`src/rtl/csr_pkg.sv`:
```
// Shared CSR-side definitions: interrupt cause base value and the
// interrupt sequencing state encoding.
package csr_pkg;

   localparam logic [31:0] IRQ_MCAUSE_BASE = 32'h8000_0010;

   typedef enum logic [1:0] {
      IDLE    = 2'd0,
      TRAP    = 2'd1,
      SERVICE = 2'd2
   } irq_state_t;

endpackage

```
`src/rtl/irq_priority_enc.sv`:
```
// Combinational lowest-index-first priority encoder for the interrupt
// candidate vector.
module irq_priority_enc #(
   parameter int IRQ_NUM = 16,
   parameter int IDW     = (IRQ_NUM > 1) ? $clog2(IRQ_NUM) : 1
) (
   input  logic [IRQ_NUM-1:0] vec_i,
   output logic               valid_o,
   output logic [IDW-1:0]     idx_o
);

   always_comb begin
      valid_o = 1'b0;
      idx_o   = '0;
      // Scan downward so the last assignment is the lowest set bit.
      for (int k = IRQ_NUM - 1; k >= 0; k--) begin
         if (vec_i[k]) begin
            valid_o = 1'b1;
            idx_o   = IDW'(k);
         end
      end
   end

endmodule

```
`src/rtl/irq_controller.sv`:
```
// Interrupt controller: masks, prioritises and sequences trap entry/return.
// Define IRQ_EDGE_EN for edge-triggered pending latches; default is level-sensitive.
module irq_controller
   import csr_pkg::*;
#(
   parameter int          IRQ_NUM     = 16,
   parameter logic [31:0] MCAUSE_BASE = IRQ_MCAUSE_BASE
) (
   input  logic               clk_i,
   input  logic               rst_i,
   input  logic [IRQ_NUM-1:0] irq_req_i,
   input  logic [31:0]        mie_i,
   input  logic               exception_i,
   input  logic               mret_i,
   output logic               irq_o,
   output logic [31:0]        irq_cause_o,
   output logic [IRQ_NUM-1:0] irq_ret_o
);

   localparam int IDW = (IRQ_NUM > 1) ? $clog2(IRQ_NUM) : 1;

   irq_state_t         state_q, state_d;
   logic [IDW-1:0]     id_q, id_d;
   logic [31:0]        cause_q, cause_d;
   logic               irq_q, irq_d;
   logic [IRQ_NUM-1:0] ret_q, ret_d;

   logic [IRQ_NUM-1:0] pending;
   logic [IRQ_NUM-1:0] cand;
   logic               enc_valid;
   logic [IDW-1:0]     enc_idx;
   logic               unused_mie;

   assign unused_mie = ^mie_i[31:IRQ_NUM];

`ifdef IRQ_EDGE_EN
   logic [IRQ_NUM-1:0] pending_q, pending_d;
   logic [IRQ_NUM-1:0] prev_q, prev_d;

   // A new rising edge beats the acknowledge clear on the same line.
   always_comb begin
      prev_d    = irq_req_i;
      pending_d = (pending_q & ~ret_q) | (irq_req_i & ~prev_q);
   end

   always_ff @(posedge clk_i) begin
      if (!rst_i) begin
         pending_q <= '0;
         prev_q    <= '0;
      end else begin
         pending_q <= pending_d;
         prev_q    <= prev_d;
      end
   end

   assign pending = pending_q;
`else
   assign pending = irq_req_i;
`endif

   // The source being acknowledged is held off for the acknowledge cycle, giving
   // the device (or the pending clear) one cycle to drop it.
   assign cand = pending & mie_i[IRQ_NUM-1:0] & ~ret_q;

   irq_priority_enc #(
      .IRQ_NUM (IRQ_NUM),
      .IDW     (IDW)
   ) u_enc (
      .vec_i   (cand),
      .valid_o (enc_valid),
      .idx_o   (enc_idx)
   );

   always_comb begin
      state_d = state_q;
      id_d    = id_q;
      cause_d = cause_q;
      irq_d   = 1'b0;
      ret_d   = '0;
      case (state_q)
         IDLE: begin
            if (enc_valid && !exception_i) begin
               state_d = TRAP;
               id_d    = enc_idx;
               irq_d   = 1'b1;
               cause_d = MCAUSE_BASE + 32'(enc_idx);
            end
         end
         TRAP: begin
            state_d = SERVICE;
         end
         SERVICE: begin
            if (mret_i) begin
               state_d = IDLE;
               for (int k = 0; k < IRQ_NUM; k++) begin
                  ret_d[k] = (id_q == IDW'(k));
               end
            end
         end
         default: begin
            state_d = IDLE;
         end
      endcase
   end

   always_ff @(posedge clk_i) begin
      if (!rst_i) begin
         state_q <= IDLE;
         id_q    <= '0;
         cause_q <= '0;
         irq_q   <= 1'b0;
         ret_q   <= '0;
      end else begin
         state_q <= state_d;
         id_q    <= id_d;
         cause_q <= cause_d;
         irq_q   <= irq_d;
         ret_q   <= ret_d;
      end
   end

   assign irq_o       = irq_q;
   assign irq_cause_o = cause_q;
   assign irq_ret_o   = ret_q;

endmodule

```
`config.mk`:
```
export PLATFORM = sky130hd
export DESIGN_NAME = irq_controller
export DESIGN_NICKNAME = d
export VERILOG_FILES = /design/src/rtl/csr_pkg.sv /design/src/rtl/irq_priority_enc.sv /design/src/rtl/irq_controller.sv
export SDC_FILE = /design/constraint.sdc
export NUM_CORES = 1
export LEC_CHECK = 0
export BUFFER_PORTS_ARGS = -buffer_cell sky130_fd_sc_hd__clkbuf_2
export CORE_MARGIN = 2
export CORE_UTILIZATION = 25
export DETAILED_ROUTE_END_ITERATION = 6
export SLEW_MARGIN = 20
export SYNTH_ARGS = -nofsm -noshare
export SYNTH_HDL_FRONTEND = slang
export SYNTH_SLANG_ARGS = --single-unit
```
`constraint.sdc`:
```
create_clock -name clk_i -period 2.3 [get_ports clk_i]
set_input_delay 0.23 -clock clk_i [delete_from_list [all_inputs] [get_ports clk_i]]
set_output_delay 0.23 -clock clk_i [all_outputs]
set_load 0.01 [all_outputs]
```
Yosys cells after proc, flatten, opt, wreduce, memory -nomap -nowiden
Cells that the tools add are included.
{"block": "classes", "add_sub_neg": 1, "n_eq_ne": 19, "mux": 36, "bitwise_logic": 3, "reduce_logical": 8}
{"operator": "2-to-1 mux 4 bit", "count": 16}
{"operator": "adder 32 x 4 -> 32 bit (first input constant)", "count": 1}
{"operator": "AND 16 bit", "count": 2}
{"operator": "equality test 4 bit (second input constant)", "count": 8}
{"operator": "2-to-1 mux 1 bit", "count": 17}
{"operator": "equality test 4 x 3 -> 1 bit (second input constant)", "count": 4}
{"operator": "NOT 16 bit", "count": 1}
{"operator": "equality test 4 x 2 -> 1 bit (second input constant)", "count": 2}
{"operator": "case mux 2 bit (3 select lines)", "count": 1}
{"operator": "AND reduction 2 bit", "count": 3}
{"operator": "equality test 4 x 1 -> 1 bit (second input constant)", "count": 1}
{"operator": "logical NOT 4 bit", "count": 1}
{"operator": "2-to-1 mux 2 bit", "count": 2}
{"operator": "!= test 2 bit (second input constant)", "count": 2}
{"operator": "AND reduction 3 bit", "count": 1}
{"operator": "equality test 2 x 1 -> 1 bit (second input constant)", "count": 1}
{"operator": "equality test 2 bit (second input constant)", "count": 1}
{"operator": "logical NOT 2 bit", "count": 1}
{"operator": "logical AND 1 bit", "count": 1}
{"operator": "logical NOT 1 bit", "count": 1}
{"block": "word_totals", "regBits": 55, "inputBits": 52, "output_inout_bits": 49, "wordCells": 72}

Longest topological paths before layout
Gate-level depths: netlist of run 1.
{"block": "depth", "depth_word": 21, "mapped_depth": 6, "depth_no_buf": 6}

By module
From an unflattened synthesis of run 1, not the netlist that was laid out.
{"block": "unflattened", "cells_unflattened": 167, "hier_area_um2": 1312.5}
{"mod": "irq_controller", "instances": 1, "cells_each": 134, "area_per_inst_um2": 1133.6, "seq_area_each_um2": 480.5}
{"mod": "irq_priority_enc", "instances": 1, "cells_each": 33, "area_per_inst_um2": 178.9, "seq_area_each_um2": 0.0}

Worst setup path before layout of run 1
OpenSTA, ideal clock, no wires.
{"block": "synth_path", "path_kind": "register to register", "startpoint": "register ret_q[8], in the netlist irq_ret_o[8]", "endpoint": "register id_q[1]", "setup_time_ps": 116, "arrival_time_ps": 1776, "required_ps": 2184, "setup_slack_ps": 409, "path_stages_with_launch": 7, "n_path_buf": 0, "synth_period_minus_slack_ps": 1891, "cell_sequence": "dfxtp_1 > and3b_4 > or4b_4 > nor3_4 > a21oi_2 > and2_4 > a31o_1"}
{"block": "synth_via", "elab_chain_len": 13, "word_cells_on_any_way": 22, "classes_between": "18 x mux; 2 x bitwise; 2 x reduce/logical"}
{"item": "from (decl)", "line": "irq_controller.sv:26", "source": "logic [IRQ_NUM-1:0] ret_q, ret_d;"}
{"item": "from (signal assigned)", "line": "irq_controller.sv:118", "source": "ret_q <= ret_d;"}
{"item": "NOT 16 bit (*)", "line": "irq_controller.sv:63", "source": "assign cand = pending & mie_i[IRQ_NUM-1:0] & ~ret_q;"}
{"item": "AND 16 bit (*)", "line": "irq_controller.sv:63"}
{"item": "2-to-1 mux 1 bit (9 in series)", "line": "irq_priority_enc.sv:17", "source": "if (vec_i[k]) begin"}
{"item": "logical AND 1 bit", "line": "irq_controller.sv:82", "source": "if (enc_valid && !exception_i) begin"}
{"item": "AND reduction 2 bit (no line)"}
{"item": "to (signal assigned)", "line": "irq_controller.sv:115", "source": "id_q <= id_d;"}
{"item": "to (decl)", "line": "irq_controller.sv:23", "source": "logic [IDW-1:0] id_q, id_d;"}
Every way passes the cells marked *; elsewhere a longest branch is shown, timed or not.
A chain may end at the register's enable or synchronous reset.

Worst setup path after layout of run 1
Same ends and word-level chain as after synthesis.

==> metrics.csv, run 1 <==
metric;value;unit
cts_inserted_buffers;3;
clockBufferDepth;2;
timing.critical_path.cells;and3b_4 > or4b_4 > nor3_4 > a21oi_2 > and2_4 > a31o_1;
clk-insertion-delay-late;0.27;ns
timing.critical_path.from_type;flop;
post_cts_hold_buffer_count;0;
dr.pass1.iters;4;
crit_buf_inv;0;
postSynth.topFlopCell;sky130_fd_sc_hd__dfxtp_1;
synth.yosys.warnings;0;
cts.repair.resized;0;
cp.depth;6;
compound_gate_portion_of_the_synthesized_area;9.302;%
wl_per_cell;10.60;um
timing.critical_path.from;irq_ret_o[8];
fin_area;1554;sq um
critPathArrivalTime;2.10;ns
detail_route.vias_per_cell;4.116;
cp_slowest_cell;sky130_fd_sc_hd__or4b_4;
power.share.switching;26.95;%
synthAdderAreaFrac;0;%
main_combinational_cell_family_by_area_after_synthesis;simple AND/OR/NAND/NOR gates;
min_clock_period_post_route;1.924;ns
grt_max_degree;14;
critical_path.max_stage_delay;0.55;ns
vdd.ir_drop.worst;0.2364;mV
first_global_vias;907;
synth_enable_flop_cells;0;
cp_max_fo;7;
die_h;74.36;um
min-delay-start;rst_i;
drive_gt1_share;34.33;%
grt_setup_unrepaired;no;
num-nets-final;254;
layout.cells.most_common_list;sky130_fd_sc_hd__clkbuf_2 (58), sky130_fd_sc_hd__conb_1 (26), sky130_fd_sc_hd__dfxtp_1 (24);
num-fill-cells;530;
power.density_cell_area;565.6;nW/um^2
power.share.combinational;16.6;%
min_path_cells;2;
path_class;flop to flop;
area_growth_syn_to_layout;25.58;%
cts_tree;done;
synth_top_cell_by_area;sky130_fd_sc_hd__dfxtp_1;
hold_viol;0;
ys_types;37;
grt_antenna_before_repair;0;
min-delay-path-class;input pin to flop;
yosys-mux-area-fraction;1.618;%
dr.first_iter.drc_count;11;
fin_worst_skew;0.001330;ns
timing.critical_path.required;2.47;ns
start_util;26.03;%
finalCritPeriodShare;83.65;%
synth_xor_xnor_area_share;0;%
pwr-share-clk;33.3;%
detailroute.via_count;1103;
die_area;5529;sq um
num_antenna_cells;0;
outcome;finished clean;
setup_tns;0;ns
detailed_place_hpwl;2333;um
timing.reg2reg.worst_path_depth;6;
avgSynthCellArea;8.714;sq um
setup_viol_count_final;0;
totalWireLength;2840;um
numClockSinks;24;
synthSimpleGateAreaFrac;32.66;%
postSynth.asyncResetShare;0;%
portion_of_synthesized_cell_area_occupied_by_the_leading_cell_type;38.83;%
number_of_cells_produced_by_synthesis;142;
finalMaxSlewViolations;0;
crit_family;simple AND/OR/NAND/NOR gates;
ys_seq_area_share;38.83;%
cts_root_buffer;sky130_fd_sc_hd__clkbuf_8;
cts_post_setup_buffers_inserted;0;
synth-seq-cells;24;
switching_power;236.8;uW
layout.cells.most_common;sky130_fd_sc_hd__clkbuf_2;
io-pin-count;101;
synth.area.top_cells;sky130_fd_sc_hd__dfxtp_1 (39%), sky130_fd_sc_hd__buf_4 (16%), sky130_fd_sc_hd__nand3b_1 (6.7%);
syn-cell-area;1237;sq um
design_internal_power;642.1;uW
cap_viol_max_count;0;
htree_depth;1;
drc_errors;0;
grt_first_pass_wirelength;4360;um
io_buffer_count;58;
regToRegStartpoint;irq_ret_o[8];
die_w;74.36;um
coreArea;4755;sq um
drtAntennaViolNets;0;
worst_setup_path_end_kind;flop;
detailed_place.area;1499;sq um
rd_place_congestion;0.8488;
row_count;25;
highest_attainable_clock_frequency;0.5197;GHz
clock_pin_slew_of_the_registers_on_the_worst_case_setup_and_hold_paths;0.08;ns
total_leakage_power;0.0007592;uW
power.share.sequential;50.1;%
gr-usage-all-layers;10.55;%
grt.overflow.total;0;
==> synth_stat cells, drive strengths merged, types with 2 or more instances <==
cell and instances:
a31oi 2, and2 2, and3b 4, buf 27
dfxtp 24, inv 2, mux2i 2, nand2 11
nand2b 4, nand3 3, nand3b 11, nor2 20
nor2b 2, nor3 5, o21ai 4, or3 2
==> power by group through the flow <==
stage,Sequential (uW),Clock [uW],Combinational (uW)
4_1_cts,441,297,147
6_report,441,292,146
3_3_place_gp,450,0,144
5_1_grt,444,321,165
3_5_place_dp,450,0,146
2_1_floorplan,450,0,123
==> logic make-up after synthesis <==
kind of cell | count (synthesis)
AOI/OAI and AO/OA | 16
buffers and inverters | 30
DFF | 24
muxes | 2
other | 1
and+or+nand+nor | 69
==> flip-flops by register name, summed over array words and instances, names as in the netlist <==
signal / count
id_q: 3
irq_cause_o: 2
irq_o: 1
irq_ret_o: 16
state_q: 2
==> cell type report <==
cell class              instances  area [sq um]  area share, %
multi-input cells             113         636.9          40.98
flip-flops and latches         24         480.5          30.92
repair buffers                 58         290.3          18.68
well taps                      67         83.83          5.395
clock buffers                   4         55.05          3.543
inverters                       2         7.507         0.4831
==> metal layers <==
layer  GRT usage, %  routed length [um]
met1          14.16                1262
met3          2.439                 254
met4          4.762                  51
met2          16.17                1273
met5              0                   0
==> final timing paths <==
check | endpoint | slack, ns
max reg2reg | id_q[1] | 0.38
max | id_q[1] | 0.38
min | irq_cause_o[4] | 0.29
min reg2reg | irq_cause_o[4] | 0.52
==> per-stage QoR <==
| step | utilization (%) | instances | setup WS, ns | hold slack (ns) | power [uW] |
|---|---|---|---|---|---|
| CTS | 32.68 | 268 | 0.3617 | 0.2800 | 884.9 |
| finish | 32.68 | 268 | 0.3759 | 0.2851 | 878.9 |
| global route | 32.68 | 268 | 0.2816 | 0.2998 | 929.6 |
| floorplan | - | 167 | 0.4086 | 0.4648 | 573.5 |
| detailed placement | 31.53 | 264 | 0.3814 | 0.5018 | 596.0 |
| global placement | 31.53 | 264 | 0.3787 | 0.4937 | 593.9 |
==> worst register-to-register path, cell delays in order (launching register included) <==
cell and delay [ns]:
sky130_fd_sc_hd__dfxtp_1 0.34, sky130_fd_sc_hd__and3b_4 0.22, sky130_fd_sc_hd__or4b_4 0.55, sky130_fd_sc_hd__nor3_4 0.23
sky130_fd_sc_hd__a21oi_2 0.14, sky130_fd_sc_hd__and2_4 0.19, sky130_fd_sc_hd__a31o_1 0.16
(Power assumes the default switching activity.)
==> run 2, diff against run 1 <==
--- a/config.mk
+++ b/config.mk
@@ -5,6 +5,7 @@
 export SDC_FILE = /design/constraint.sdc
 export NUM_CORES = 1
 export LEC_CHECK = 0
+export ABC_AREA = 1
 export BUFFER_PORTS_ARGS = -buffer_cell sky130_fd_sc_hd__clkbuf_2
 export CORE_MARGIN = 2
 export CORE_UTILIZATION = 25
==> constraint.sdc (replaced) <==
create_clock -name clk_i -period 1.9 [get_ports clk_i]
set_input_delay 0.19 -clock clk_i [delete_from_list [all_inputs] [get_ports clk_i]]
set_output_delay 0.19 -clock clk_i [all_outputs]
set_load 0.01 [all_outputs]
==> run 2 against run 1 <==
  * Power up 27%
  * First-iteration DRC count up 82%
  * Synthesized cell count up 27%
  * Via count up 4.2%
  * Maximum frequency up 32%
==> metrics.csv, run 2 <==
metric;value;unit
synthAdderAreaFrac;0;%
number_of_cells_produced_by_synthesis;181;
gr-usage-all-layers;9.936;%
postSynth.topFlopCell;sky130_fd_sc_hd__dfxtp_1;
worst-r2r-setup-slack;0.44;ns
io-pin-count;101;
setup_viol_count_final;0;
total_leakage_power;0.0008728;uW
synth_xor_xnor_area_share;0;%
detailed_place.area;1509;sq um
synth.area.top_cells;sky130_fd_sc_hd__dfxtp_1 (39%), sky130_fd_sc_hd__buf_4 (16%), sky130_fd_sc_hd__nand2_1 (13%);
fin_area;1564;sq um
wl_per_cell;8.643;um
cts_post_setup_buffers_inserted;0;
min_clock_period_post_route;1.457;ns
grt.overflow.total;0;
avgSynthCellArea;6.871;sq um
netlist_top_cells_count;sky130_fd_sc_hd__nand2_1 (44), sky130_fd_sc_hd__nor2_1 (41), sky130_fd_sc_hd__buf_4 (27), sky130_fd_sc_hd__dfxtp_1 (24), sky130_fd_sc_hd__inv_1 (19);
path_class;flop to flop;
start_util;26.16;%
totalWireLength;2662;um
highest_attainable_clock_frequency;0.6861;GHz
min-delay-path-class;input pin to flop;
synth_most_common_cell;sky130_fd_sc_hd__nand2_1;
finalMaxSlewViolations;0;
power.density_cell_area;712.8;nW/um^2
coreArea;4755;sq um
vdd.ir_drop.worst;0.4421;mV
outcome;finished clean;
setup_tns;0;ns
first_global_vias;1002;
grt_setup_unrepaired;no;
ys_types;21;
portion_of_synthesized_cell_area_occupied_by_the_leading_cell_type;38.63;%
grt_antenna_before_repair;0;
synth-seq-cells;24;
largest_register_ff_count;16;
detail_route.vias_per_cell;3.731;
grt_first_pass_wirelength;4236;um
timing.critical_path.from_type;flop;
detailroute.via_count;1149;
io_buffer_count;58;
syn-cell-area;1244;sq um
cts_inserted_buffers;3;
num-fill-cells;540;
fin_worst_skew;0.002435;ns
die_area;5555;sq um
timing.critical_path.required;2.05;ns
grt_max_degree;14;
detailed_place_hpwl;2297;um
cp_max_fo;6;
hold_viol;0;
worst_setup_path_end_kind;flop;
die_h;74.53;um
min_path_cells;3;
cap_viol_max_count;0;
die_w;74.53;um
drc_errors;0;
rd_place_congestion;0.8096;
clock_pin_slew_of_the_registers_on_the_worst_case_setup_and_hold_paths;0.08;ns
post_cts_hold_buffer_count;0;
main_combinational_cell_family_by_area_after_synthesis;simple AND/OR/NAND/NOR gates;
drtAntennaViolNets;0;
layout.cells.most_common_list;sky130_fd_sc_hd__clkbuf_2 (58), sky130_fd_sc_hd__nand2_1 (44), sky130_fd_sc_hd__nor2_1 (41);
synth_top_cell_by_area;sky130_fd_sc_hd__dfxtp_1;
critPathArrivalTime;1.61;ns
row_count;25;
dr.first_iter.drc_count;20;
area_growth_syn_to_layout;25.75;%
synth_enable_flop_cells;0;
finalCritPeriodShare;76.71;%
clk-insertion-delay-late;0.26;ns
postSynth.asyncResetShare;0;%
yosys-mux-area-fraction;0;%
layout.cells.most_common;sky130_fd_sc_hd__clkbuf_2;
cts_tree;done;
synth.yosys.warnings;0;
drive_gt1_share;28.63;%
clockBufferDepth;2;
dr.pass1.iters;4;
timing.reg2reg.worst_path_depth;11;
num_antenna_cells;0;
numClockSinks;24;
htree_depth;1;
num-nets-final;294;
fin_hold_ws;0.1884;ns
synthSimpleGateAreaFrac;32.49;%
ys_seq_area_share;38.63;%
compound_gate_portion_of_the_synthesized_area;6.237;%
cts.repair.resized;0;
cts_root_buffer;sky130_fd_sc_hd__clkbuf_8;
## run 2: cell count changes after synthesis, sizes merged, moves of 3 or more
cell	previous run	this run
nor2	20	42
and3b	4	0
nor3	5	2
nand2b	4	0
inv	2	20
nand3b	11	2
nand2	11	45
nand3	3	6
## run 2: area by class of cell
cell class / instances / area (sq um) / area share, %
sequential: 24 / 480.5 / 30.72
multi-input combinational: 135 / 579.3 / 37.04
clock buffer: 4 / 55.05 / 3.520
tap: 67 / 83.83 / 5.360
inverter: 20 / 75.07 / 4.800
timing repair buffer: 58 / 290.3 / 18.56
## run 2: worst max-delay path: stages (launching register included)
cell and delay [ns]:
sky130_fd_sc_hd__dfxtp_1 0.35, sky130_fd_sc_hd__inv_1 0.06, sky130_fd_sc_hd__nand3_2 0.06, sky130_fd_sc_hd__o21ai_0 0.11, sky130_fd_sc_hd__nor2_1 0.10, sky130_fd_sc_hd__inv_1 0.06
sky130_fd_sc_hd__o21ai_1 0.19, sky130_fd_sc_hd__nand2_2 0.12, sky130_fd_sc_hd__inv_2 0.13, sky130_fd_sc_hd__nor2_1 0.05, sky130_fd_sc_hd__nand2_1 0.08, sky130_fd_sc_hd__a21oi_2 0.05
## run 2: metal layers
metal	global-route usage, %	vias up	part of all wire (%)
met1	12.66	474	45
met3	3.930	0	10
li1	-	617	-
met2	16.42	58	44
met4	1.190	0	0
met5	0	-	0
## run 2: worst paths after layout
| kind | endpoint | from |
|---|---|---|
| worst min-delay path | irq_cause_o[3] | rst_i |
| worst max-delay path | id_q[0] | irq_ret_o[14] |
| worst max register to register | id_q[0] | irq_ret_o[14] |
| worst min register to register | irq_cause_o[4] | irq_cause_o[4] |
## run 2: logic make-up after synthesis
family / Yosys count
buf+inv: 47
flops: 24
other cells: 1
compound gates: 12
simple gates: 97
## run 2: where the power goes
part	switching, uW	leakage, uW	internal, uW
Sequential	20.9	0.000195	526
Combinational	149	0.000649	85.1
Clock	150	0.0000288	185
Total	319	0.000873	796
## run 2: stage by stage
stage	cells	total power [uW]	setup WS, ns	utilization (%)
6_report	308	1115	0.4425	32.89
5_1_grt	308	1192	0.2672	32.89
4_1_cts	308	1127	0.4304	32.89
3_5_place_dp	304	791.4	0.4551	31.74
3_3_place_gp	304	788.2	0.4853	31.74
2_1_floorplan	206	746.4	0.5834	-
==> run 3, diff against run 2 <==
==> constraint.sdc (replaced) <==
create_clock -name clk_i -period 1.3 [get_ports clk_i]
set_input_delay 0.13 -clock clk_i [delete_from_list [all_inputs] [get_ports clk_i]]
set_output_delay 0.13 -clock clk_i [all_outputs]
set_load 0.01 [all_outputs]
==> run 3 against run 2 <==
  * The run now ends with negative setup slack left
  * Non-clock buffer count up 16
  * Critical endpoint is now id_q[1]
  * Flip-flop and latch count unchanged
  * Routed wire length up 5.1%
  * Critical path type unchanged
  * Die area unchanged
  * Sequential power up 46%
  * Global-route usage up 0.064 points
  * Clock-buffer cell count down 1
  * Critical path depth down 1
  * Worst setup slack worse by 0.57 ns
==> metrics.csv, run 3 (synthesized netlist as in run 2, its figures left out) <==
metric;value;unit
worst_setup_path_end_kind;flop;
die_w;74.53;um
first_global_vias;1113;
num-fill-cells;545;
htree_depth;1;
die_area;5555;sq um
outcome;complete, but fails checks;
cts_inserted_buffers;3;
cts_tree;done;
wl_per_cell;8.633;um
detail_route.vias_per_cell;3.840;
grt_max_degree;15;
min_clock_period_post_route;1.429;ns
setup_viol_count_final;5;
clk-insertion-delay-late;0.26;ns
grt_setup_unrepaired;yes;
clockBufferDepth;2;
layout.cells.most_common;sky130_fd_sc_hd__clkbuf_2;
gr-usage-all-layers;10.00;%
final_critical_path_setup_slack;-0.1289;ns
totalWireLength;2797;um
cap_viol_max_count;0;
coreArea;4755;sq um
drtAntennaViolNets;0;
post_cts_hold_buffer_count;0;
numClockSinks;24;
grt.overflow.total;0;
power.density_cell_area;1060;nW/um^2
largest_register_ff_count;16;
num_antenna_cells;0;
drive_gt1_share;36.58;%
layout.core_utilization;36.37;%
finalMaxSlewViolations;0;
clock_pin_slew_of_the_registers_on_the_worst_case_setup_and_hold_paths;0.08;ns
die_h;74.53;um
fin_worst_skew;0.004967;ns
vdd.ir_drop.worst;0.4385;mV
detailed_place_hpwl;2375;um
grt_antenna_before_repair;0;
violations;negative setup slack;
critPathArrivalTime;1.62;ns
num-nets-final;310;
io_buffer_count;58;
drc_errors;0;
grt_first_pass_wirelength;4347;um
fin_hold_ws;0.1160;ns
area_growth_syn_to_layout;39.03;%
start_util;26.16;%
cp_max_fo;6;
timing.critical_path.required;1.50;ns
dr.pass1.iters;4;
detailroute.via_count;1244;
hold_viol;0;
timing.critical_path.from_type;flop;
layout.cells.most_common_list;sky130_fd_sc_hd__clkbuf_2 (58), sky130_fd_sc_hd__nand2_1 (44), sky130_fd_sc_hd__nor2_1 (39);
total_leakage_power;0.0009696;uW
cts_root_buffer;sky130_fd_sc_hd__clkbuf_8;
dr.first_iter.drc_count;25;
io-pin-count;101;
row_count;25;
finalCritPeriodShare;109.9;%
minimum_setup_slack_after_placement;-0.09761;ns
highest_attainable_clock_frequency;0.6998;GHz
rd_place_congestion;0.7805;
min-delay-path-class;input pin to flop;
path_class;flop to flop;
## run 3: power breakdown
group	total, uW	internal (uW)	leakage, uW	switching, uW
clock network	640	411	0.0000357	229
logic	394	159	0.000737	235
registers	800	768	0.000197	31.3
## run 3: worst paths after layout
check | start | slack, ns | to | cells after the start
worst min register to register | irq_cause_o[3] | 0.53 | irq_cause_o[3] | 2
worst min-delay path | rst_i | 0.12 | irq_cause_o[3] | 3
worst max register to register | irq_ret_o[12] | -0.13 | id_q[1] | 10
worst max-delay path | irq_ret_o[12] | -0.13 | id_q[1] | 10
## run 3: cell type report
type | count | area [sq um] | share of cell area [%]
flip-flops and latches | 24 | 485.5 | 28.08
inverters | 20 | 77.57 | 4.486
repair buffers | 74 | 414.1 | 23.95
clock buffers | 3 | 41.29 | 2.388
multi-input cells | 135 | 596.8 | 34.52
clock inverters | 1 | 30.03 | 1.737
well taps | 67 | 83.83 | 4.848
## run 3: stage by stage
stage	setup TNS [ns]	instance area (sq um)	total power, uW	instances
4_1_cts	-0.2096	1694	1838	322
3_3_place_gp	-0.1856	1610	1180	317
6_report	-0.3857	1729	1834	324
2_1_floorplan	0	1341	1093	206
5_1_grt	-1.193	1729	1937	324
3_5_place_dp	-0.1875	1610	1183	317
## run 3: worst max-delay path: stages (launching register included)
cell,delay [ns]
sky130_fd_sc_hd__dfxtp_2,0.33
sky130_fd_sc_hd__nand3b_1,0.12
sky130_fd_sc_hd__buf_4,0.12
sky130_fd_sc_hd__nand2_1,0.04
sky130_fd_sc_hd__nor2_1,0.08
sky130_fd_sc_hd__inv_1,0.07
sky130_fd_sc_hd__o21ai_2,0.16
sky130_fd_sc_hd__nand2_2,0.12
sky130_fd_sc_hd__inv_4,0.11
sky130_fd_sc_hd__a21oi_2,0.04
sky130_fd_sc_hd__a211oi_2,0.17
## run 3: what timing repair did
action	in CTS	in global routing
resized for setup	5	9
buffers inserted	1	2
endpoints found under the setup margin	4	6
pin swaps	2	5
## run 3: routing by layer
layer  global-route usage, %  vias up  part of all wire [%]
met1                   12.45      535                    45
met2                   17.31       54                    46
li1                        -      649                     -
met5                       0        -                     0
met4                   3.770        0                   2.0
met3                   1.626        6                   7.4
